<file path="src/rtl/vga_timing_gen.sv">
// -----------------------------------------------------------------------------
// vga_timing_gen
//   Parametrised VGA timing generator with a latency-compensated pixel request
//   interface. A request stage issues pixel coordinates to the display logic.
//   Sync, blanking and colour are re-aligned so that all four reach the DAC on
//   the same clock edge, DATA_LAT+1 cycles after the request.
//
// Optional feature (compile-time macro VGA_TG_TESTPAT_EN):
//   Adds input test_en. While it is high, vga_rgb shows 8 vertical colour bars
//   instead of pixel_data.
//
// Ports
//   vga_clk      in   1   pixel clock, rising edge
//   sys_rst      in   1   synchronous active-high reset
//   pixel_data   in   24  RGB from display logic, DATA_LAT cycles after request
//   test_en      in   1   colour-bar select (VGA_TG_TESTPAT_EN builds only)
//   pixel_req    out  1   current request addresses a visible pixel
//   pixel_xpos   out  CW  requested column (0 when not requesting)
//   pixel_ypos   out  CW  requested row (0 when not requesting)
//   line_start   out  1   pulse at h=0 (request timeline)
//   frame_start  out  1   pulse at h=0, v=0 (request timeline)
//   frame_cnt    out  16  frames started since reset
//   vga_hs/vs    out  1   DAC-aligned syncs
//   vga_de       out  1   DAC-aligned data enable
//   vga_rgb      out  24  DAC colour, 0 while vga_de is low
// -----------------------------------------------------------------------------
module vga_timing_gen #(
  parameter int H_ACTIVE = 640,
  parameter int H_FP     = 16,
  parameter int H_SYNC   = 96,
  parameter int H_BP     = 48,
  parameter int V_ACTIVE = 480,
  parameter int V_FP     = 10,
  parameter int V_SYNC   = 2,
  parameter int V_BP     = 33,
  parameter bit HS_POL   = 1'b0,
  parameter bit VS_POL   = 1'b0,
  parameter int DATA_LAT = 1,
  parameter int CW       = 11
) (
  input  logic          vga_clk,
  input  logic          sys_rst,
  input  logic [23:0]   pixel_data,
`ifdef VGA_TG_TESTPAT_EN
  input  logic          test_en,
`endif
  output logic          pixel_req,
  output logic [CW-1:0] pixel_xpos,
  output logic [CW-1:0] pixel_ypos,
  output logic          line_start,
  output logic          frame_start,
  output logic [15:0]   frame_cnt,
  output logic          vga_hs,
  output logic          vga_vs,
  output logic          vga_de,
  output logic [23:0]   vga_rgb
);

  localparam int H_TOTAL = H_ACTIVE + H_FP + H_SYNC + H_BP;
  localparam int V_TOTAL = V_ACTIVE + V_FP + V_SYNC + V_BP;
  // Alignment shift register depth; one dummy stage keeps the vector legal
  // when DATA_LAT is 0 (the tap then bypasses it).
  localparam int SRW = (DATA_LAT > 0) ? DATA_LAT : 1;

  localparam logic [CW-1:0] H_ACT   = CW'(H_ACTIVE);
  localparam logic [CW-1:0] V_ACT   = CW'(V_ACTIVE);
  localparam logic [CW-1:0] H_LAST  = CW'(H_TOTAL - 1);
  localparam logic [CW-1:0] V_LAST  = CW'(V_TOTAL - 1);
  localparam logic [CW-1:0] HS_BEG  = CW'(H_ACTIVE + H_FP);
  localparam logic [CW-1:0] HS_END  = CW'(H_ACTIVE + H_FP + H_SYNC);
  localparam logic [CW-1:0] VS_BEG  = CW'(V_ACTIVE + V_FP);
  localparam logic [CW-1:0] VS_END  = CW'(V_ACTIVE + V_FP + V_SYNC);

  // The counters hold the position of the NEXT request; the request stage
  // registers them, so the first cycle after reset presents (0,0).
  logic [CW-1:0] h_cnt_r;
  logic [CW-1:0] v_cnt_r;
  logic          vis_s;
  logic          hs_act_r;
  logic          vs_act_r;
  logic [SRW-1:0] de_sr_r;
  logic [SRW-1:0] hs_sr_r;
  logic [SRW-1:0] vs_sr_r;
  logic          de_tap_s;
  logic          hs_tap_s;
  logic          vs_tap_s;
  logic [23:0]   rgb_next_s;

`ifdef VGA_TG_TESTPAT_EN
  localparam logic [CW-1:0] BAR_W = CW'(H_ACTIVE / 8);
  logic [CW-1:0] x_sr_r [SRW];
  logic [CW-1:0] x_tap_s;
  logic [CW-1:0] bar_q_s;
  logic [2:0]    bar_idx_s;

  function automatic logic [23:0] bar_color(input logic [2:0] idx);
    logic [23:0] c;
    case (idx)
      3'd0:    c = 24'hFFFFFF;
      3'd1:    c = 24'hFFFF00;
      3'd2:    c = 24'h00FFFF;
      3'd3:    c = 24'h00FF00;
      3'd4:    c = 24'hFF00FF;
      3'd5:    c = 24'hFF0000;
      3'd6:    c = 24'h0000FF;
      default: c = 24'h000000;
    endcase
    return c;
  endfunction
`endif

  // Horizontal / vertical position counters
  always_ff @(posedge vga_clk) begin
    if (sys_rst) begin
      h_cnt_r <= {CW{1'b0}};
      v_cnt_r <= {CW{1'b0}};
    end else if (h_cnt_r == H_LAST) begin
      h_cnt_r <= {CW{1'b0}};
      if (v_cnt_r == V_LAST) begin
        v_cnt_r <= {CW{1'b0}};
      end else begin
        v_cnt_r <= v_cnt_r + CW'(1);
      end
    end else begin
      h_cnt_r <= h_cnt_r + CW'(1);
    end
  end

  // Visible-area decode of the counter position
  always_comb begin
    vis_s = (h_cnt_r < H_ACT) && (v_cnt_r < V_ACT);
  end

  // Request stage: coordinates, strobes and raw sync flags
  always_ff @(posedge vga_clk) begin
    if (sys_rst) begin
      pixel_req   <= 1'b0;
      pixel_xpos  <= {CW{1'b0}};
      pixel_ypos  <= {CW{1'b0}};
      line_start  <= 1'b0;
      frame_start <= 1'b0;
      hs_act_r    <= 1'b0;
      vs_act_r    <= 1'b0;
    end else begin
      pixel_req   <= vis_s;
      pixel_xpos  <= vis_s ? h_cnt_r : {CW{1'b0}};
      pixel_ypos  <= vis_s ? v_cnt_r : {CW{1'b0}};
      line_start  <= (h_cnt_r == {CW{1'b0}});
      frame_start <= (h_cnt_r == {CW{1'b0}}) && (v_cnt_r == {CW{1'b0}});
      hs_act_r    <= (h_cnt_r >= HS_BEG) && (h_cnt_r < HS_END);
      vs_act_r    <= (v_cnt_r >= VS_BEG) && (v_cnt_r < VS_END);
    end
  end

  // Frame counter, advanced in the cycle after each frame_start
  always_ff @(posedge vga_clk) begin
    if (sys_rst) begin
      frame_cnt <= 16'h0000;
    end else if (frame_start) begin
      frame_cnt <= frame_cnt + 16'h0001;
    end else begin
      frame_cnt <= frame_cnt;
    end
  end

  // Latency-matching shift register for de/hs/vs (stage 0 = request + 1)
  always_ff @(posedge vga_clk) begin
    if (sys_rst) begin
      de_sr_r <= {SRW{1'b0}};
      hs_sr_r <= {SRW{1'b0}};
      vs_sr_r <= {SRW{1'b0}};
    end else begin
      de_sr_r[0] <= pixel_req;
      hs_sr_r[0] <= hs_act_r;
      vs_sr_r[0] <= vs_act_r;
      for (int i = 1; i < SRW; i++) begin
        de_sr_r[i] <= de_sr_r[i-1];
        hs_sr_r[i] <= hs_sr_r[i-1];
        vs_sr_r[i] <= vs_sr_r[i-1];
      end
    end
  end

`ifdef VGA_TG_TESTPAT_EN
  // Delayed x position so the bars line up with vga_de
  always_ff @(posedge vga_clk) begin
    if (sys_rst) begin
      for (int i = 0; i < SRW; i++) begin
        x_sr_r[i] <= {CW{1'b0}};
      end
    end else begin
      x_sr_r[0] <= pixel_xpos;
      for (int i = 1; i < SRW; i++) begin
        x_sr_r[i] <= x_sr_r[i-1];
      end
    end
  end
`endif

  // Taps: the request-stage value delayed by exactly DATA_LAT cycles
  always_comb begin
    if (DATA_LAT == 0) begin
      de_tap_s = pixel_req;
      hs_tap_s = hs_act_r;
      vs_tap_s = vs_act_r;
    end else begin
      de_tap_s = de_sr_r[SRW-1];
      hs_tap_s = hs_sr_r[SRW-1];
      vs_tap_s = vs_sr_r[SRW-1];
    end
  end

`ifdef VGA_TG_TESTPAT_EN
  // Colour-bar index from the delayed column, clamped to the last bar
  always_comb begin
    if (DATA_LAT == 0) begin
      x_tap_s = pixel_xpos;
    end else begin
      x_tap_s = x_sr_r[SRW-1];
    end
    bar_q_s   = x_tap_s / BAR_W;
    bar_idx_s = (bar_q_s > CW'(7)) ? 3'd7 : bar_q_s[2:0];
  end
`endif

  // Colour select: blanked outside the visible area
  always_comb begin
    rgb_next_s = 24'h000000;
    if (de_tap_s) begin
`ifdef VGA_TG_TESTPAT_EN
      if (test_en) begin
        rgb_next_s = bar_color(bar_idx_s);
      end else begin
        rgb_next_s = pixel_data;
      end
`else
      rgb_next_s = pixel_data;
`endif
    end else begin
      rgb_next_s = 24'h000000;
    end
  end

  // DAC-aligned output registers
  always_ff @(posedge vga_clk) begin
    if (sys_rst) begin
      vga_de  <= 1'b0;
      vga_hs  <= ~HS_POL;
      vga_vs  <= ~VS_POL;
      vga_rgb <= 24'h000000;
    end else begin
      vga_de  <= de_tap_s;
      vga_hs  <= hs_tap_s ? HS_POL : ~HS_POL;
      vga_vs  <= vs_tap_s ? VS_POL : ~VS_POL;
      vga_rgb <= rgb_next_s;
    end
  end

endmodule
</file>
<file path="config.mk">
export PLATFORM = sky130hd
export DESIGN_NAME = vga_timing_gen
export DESIGN_NICKNAME = d
export VERILOG_FILES = /design/src/rtl/vga_timing_gen.sv
export SDC_FILE = /design/constraint.sdc
export NUM_CORES = 1
export LEC_CHECK = 0
export ABC_CLOCK_PERIOD_IN_PS = 6350
export CORE_UTILIZATION = 51
export CTS_CLUSTER_DIAMETER = 50
export DETAILED_ROUTE_END_ITERATION = 8
export PLACE_DENSITY = 0.84
export SYNTH_ARGS = -nofsm -noshare
export SYNTH_HDL_FRONTEND = slang
export SYNTH_SLANG_ARGS = --single-unit
</file>
<file path="constraint.sdc">
create_clock -name vga_clk -period 6.35 [get_ports vga_clk]
set_input_delay 0.635 -clock vga_clk [delete_from_list [all_inputs] [get_ports vga_clk]]
set_output_delay 0.635 -clock vga_clk [all_outputs]
set_load 0.01 [all_outputs]
</file>
Word-level counts from Yosys, hierarchy flattened
Index checks and enable logic that the tools add are counted. Widths: inputs -> output; s select.

$add $sub $neg: 3. Magnitude comparators: 6. Equal/unequal tests: 2. Multiplexer cells: 3. Bitwise operators: 2. Reductions and logical operators: 9.

Operator list (number): $add 11x1->11 const B (2); $eq 11x10->1 const B (2); $logic_not 11->1 (2); $lt 11x10->1 const B (2); $lt 11x9->1 const B (2); $add 16x1->16 const B (1); $ge 11x10->1 const B (1); $ge 11x9->1 const B (1); $mux 11 (1); $reduce_or 2->1 (3); $logic_and 1x1->1 (4); $mux 1 (2); $not 1->1 (2).

Register bits after elaboration: 95. Bits of input ports: 26. Output and inout port bits: 68. Word-level logic and storage cells: 42.

Depth between registers and ports, before layout
Depth in word-level cells: 4. Gate-level depth with buffers: 7. Mapped depth without buffers: 6.

Worst setup path before layout
Ideal clock, no wire load.

Kind: register to register. Start: reg h_cnt_r[0]. End: reg v_cnt_r[8]. Setup time: 132 ps. Arrival: 1897 ps. Slack: 4321 ps. Cell stages (with the launch flop): 8. Period minus slack after synthesis: 2029 ps. Cell sequence: dfxtp_1 > ha_1 > nand3_1 > or4_4 > buf_6 > buf_2 > o31ai_1 > a21oi_1.

Word-level cells in the longest chain between the ends: 1.

RTL lines: start, declared (RTL line 76) `logic [CW-1:0] h_cnt_r;`; start signal, assigned (RTL line 115) `h_cnt_r <= {CW{1'b0}};`; start signal, assigned (RTL line 118) `h_cnt_r <= {CW{1'b0}};`; start signal, assigned (RTL line 125) `h_cnt_r <= h_cnt_r + CW'(1);`; $eq 11x10->1 (RTL line 117) `end else if (h_cnt_r == H_LAST) begin`; end signal, assigned (RTL line 116) `v_cnt_r <= {CW{1'b0}};`; end signal, assigned (RTL line 120) `v_cnt_r <= {CW{1'b0}};`; end signal, assigned (RTL line 122) `v_cnt_r <= v_cnt_r + CW'(1);`; end, declared (RTL line 77) `logic [CW-1:0] v_cnt_r;`.

No other way between the ends. A chain may end at the register's enable or synchronous reset.

Final worst setup path
Same ends and word-level chain as after synthesis.

==> metrics <==
slew margin rel. 26.5%; TritonCTS buffer count 9; via count 2,601; largest cells by area after synthesis dfxtp_1 (57%), and2_1 (8.0%), nor2_1 (3.5%); worst-margin pin slew 1100 ps; Final Util 70.8%; Post-CTS Hold Buffers 0; Die Ht 83.2 um; CTS tree done; MaxCap Viol Count 0; Ys Warns 0; Worst path max stage delay 730 ps; die area 6930 um^2; synthesized cell area 3370 um^2; vias in the first global route 2,343; largest fanout on the critical path 21; Leak 1.61 nW; CP Buf/Inv Count 0; initial antenna violation count 0; Synth cell types 41; setup slack after layout 3980 ps; Worst Clk Skew 6.10 ps; Initial Utilization 53.0%; Tcrit/Tclk final 37.3%; dpl cell area 4330 um^2; Tmin final 2370 ps; ys async rst share 0%; row count 29; register area share after synthesis 56.5%; Setup Slack @ Placement 3850 ps; pwr dens 225 nW/um^2; hold slack 385 ps; area fraction of the dominant cell type after synthesis 56.5%; # setup viols final 0; gpl congestion 0.804; placed insts 497; Finished Layout Cells 513; # port buffers 93; hpwl dp 4680 um; setup bufs post-CTS 0; post-route cell area 4500 um^2; Core Area 6350 um^2; drt pass-1 iters 4; GR Overflow Total 0; Critical Path, Cell by Cell ha_1 -> nand3_1 -> or4_4 -> or4_1 -> a21oi_1; worst vdd ir 0.133 mV; Worst-Skew Late Latency 340 ps; Die Span X 83.2 um; leading area contributor after synthesis dfxtp_1; crit path DAT 2640 ps; Num Clock Sinks 95; antenna fix cells 0; crit-path leading delay family simple AND/OR/NAND/NOR gates; Root Driver clkbuf_8; Post-synth EDFFs 0; area growth from synthesis to layout 33.6%; final net count 462; Max Transition Viols Final 0; DRT antenna net count 0; Vias/cell 5.07; layout cells sized above 1 5.50%; Worst EP required 6620 ps; Post-route DRC 0; H-Tree Depth 3; count leader, synth dfxtp_1; Pwr Total 1.01 mW; Gate Count Post-Synth 339; Synth Flop Type dfxtp_1; r2r setup slk 3980 ps; final hold vios 0; clk buf depth 2; status finished, final reports clean; Yosys reg bits 95; RSZ-0062 raised after global routing no; Hold Crit Class flop to flop; global-route wire length before repair 11,000 um; Peak Freq 422 MHz; largest net degree at the start of global routing 30; CP Launch Type flop; # IOs 94; Post-CTS Resized 0; top cells by count, synth dfxtp_1 (95), and2_1 (43), nor2_1 (31); drt initial violations 110; Worst setup EP type flop; clk slew on worst S/H paths 80 ps; Routed WL 6660 um; mean area per synthesized cell 9.93 um^2; Crit Path Category flop to flop; GRT Total Usage 19.9%; routed len/inst 13.0 um; final setup TNS 0 ps; Worst path slowest cell or4_4
-- registers in the layout, indices dropped and copies added (netlist names) --
signal and flops:
line_start 1, vga_de 1, frame_cnt 16, v_cnt_r 11, vs_sr_r 1, hs_sr_r 1, pixel_xpos 11, pixel_ypos 11
vga_rgb 24, hs_act_r 1, vs_act_r 1, frame_start 1, pixel_req 1, vga_hs 1, de_sr_r 1, vga_vs 1
h_cnt_r 11
-- kinds of logic (layout without fill, tap and decap cells) --
kind of cell | count (synthesis) | in the layout | synth area share (%)
buf+inv | 24 | 119 | 3.31
fa+ha+maj | 5 | 5 | 1.86
simple gates | 163 | 163 | 27.3
compound gates | 29 | 29 | 5.09
other cells | 1 | 3 | 0.111
xor+xnor | 20 | 20 | 5.20
mux | 2 | 2 | 0.632
flops | 95 | 95 | 56.5
-- cell usage in the layout (no fill, tap or decap), drive strengths merged, types with 2 or more instances in the layout --
master,instances
dfxtp,95
clkdlybuf4s50,93
and2,44
nor2,31
nand2,15
nand4,12
xnor2,12
a21oi,12
o21ai,10
nand3,10
or3,10
clkbuf,10
inv,9
nor4,8
xor2,8
nor2b,7
nor3,7
clkinv,6
and4,5
ha,5
or4,5
conb,3
o31ai,2
o21a,2
o21ba,2
nand2b,2
or3b,2
-- cell type report --
type                       count  area [um^2]
clock inverter                 6         37.5
inverter                       9         33.8
fill                         478         1850
clock buffer                  10          128
tap                           77         96.3
multi-input combinational    222         1360
timing repair buffer          94          938
sequential                    95         1900
-- where the power goes --
part           leakage (nW)  total [mW]  switching [mW]  internal (mW)
combinational         0.750      0.0597          0.0225         0.0372
sequential            0.771       0.614         0.00748          0.606
clock                0.0898       0.337           0.196          0.141
-- worst paths after layout --
kind	startpoint	to	cells past startpoint
max	h_cnt_r[0]	v_cnt_r[8]	5
min	vs_sr_r	vga_vs	1
max reg2reg	h_cnt_r[0]	v_cnt_r[8]	5
min reg2reg	vs_sr_r	vga_vs	1
-- per-layer routing --
| layer | vias to the layer above | part of all wire [%] | track usage, % |
|---|---|---|---|
| li1 | 1319 | - | - |
| met1 | 1200 | 43 | 24.2 |
| met2 | 78 | 51 | 33.8 |
| met3 | 4 | 6.0 | 4.97 |
| met4 | 0 | 0.78 | 7.52 |
| met5 | - | 0 | 0 |
Note: power is estimated with default switching activity, not from simulation.
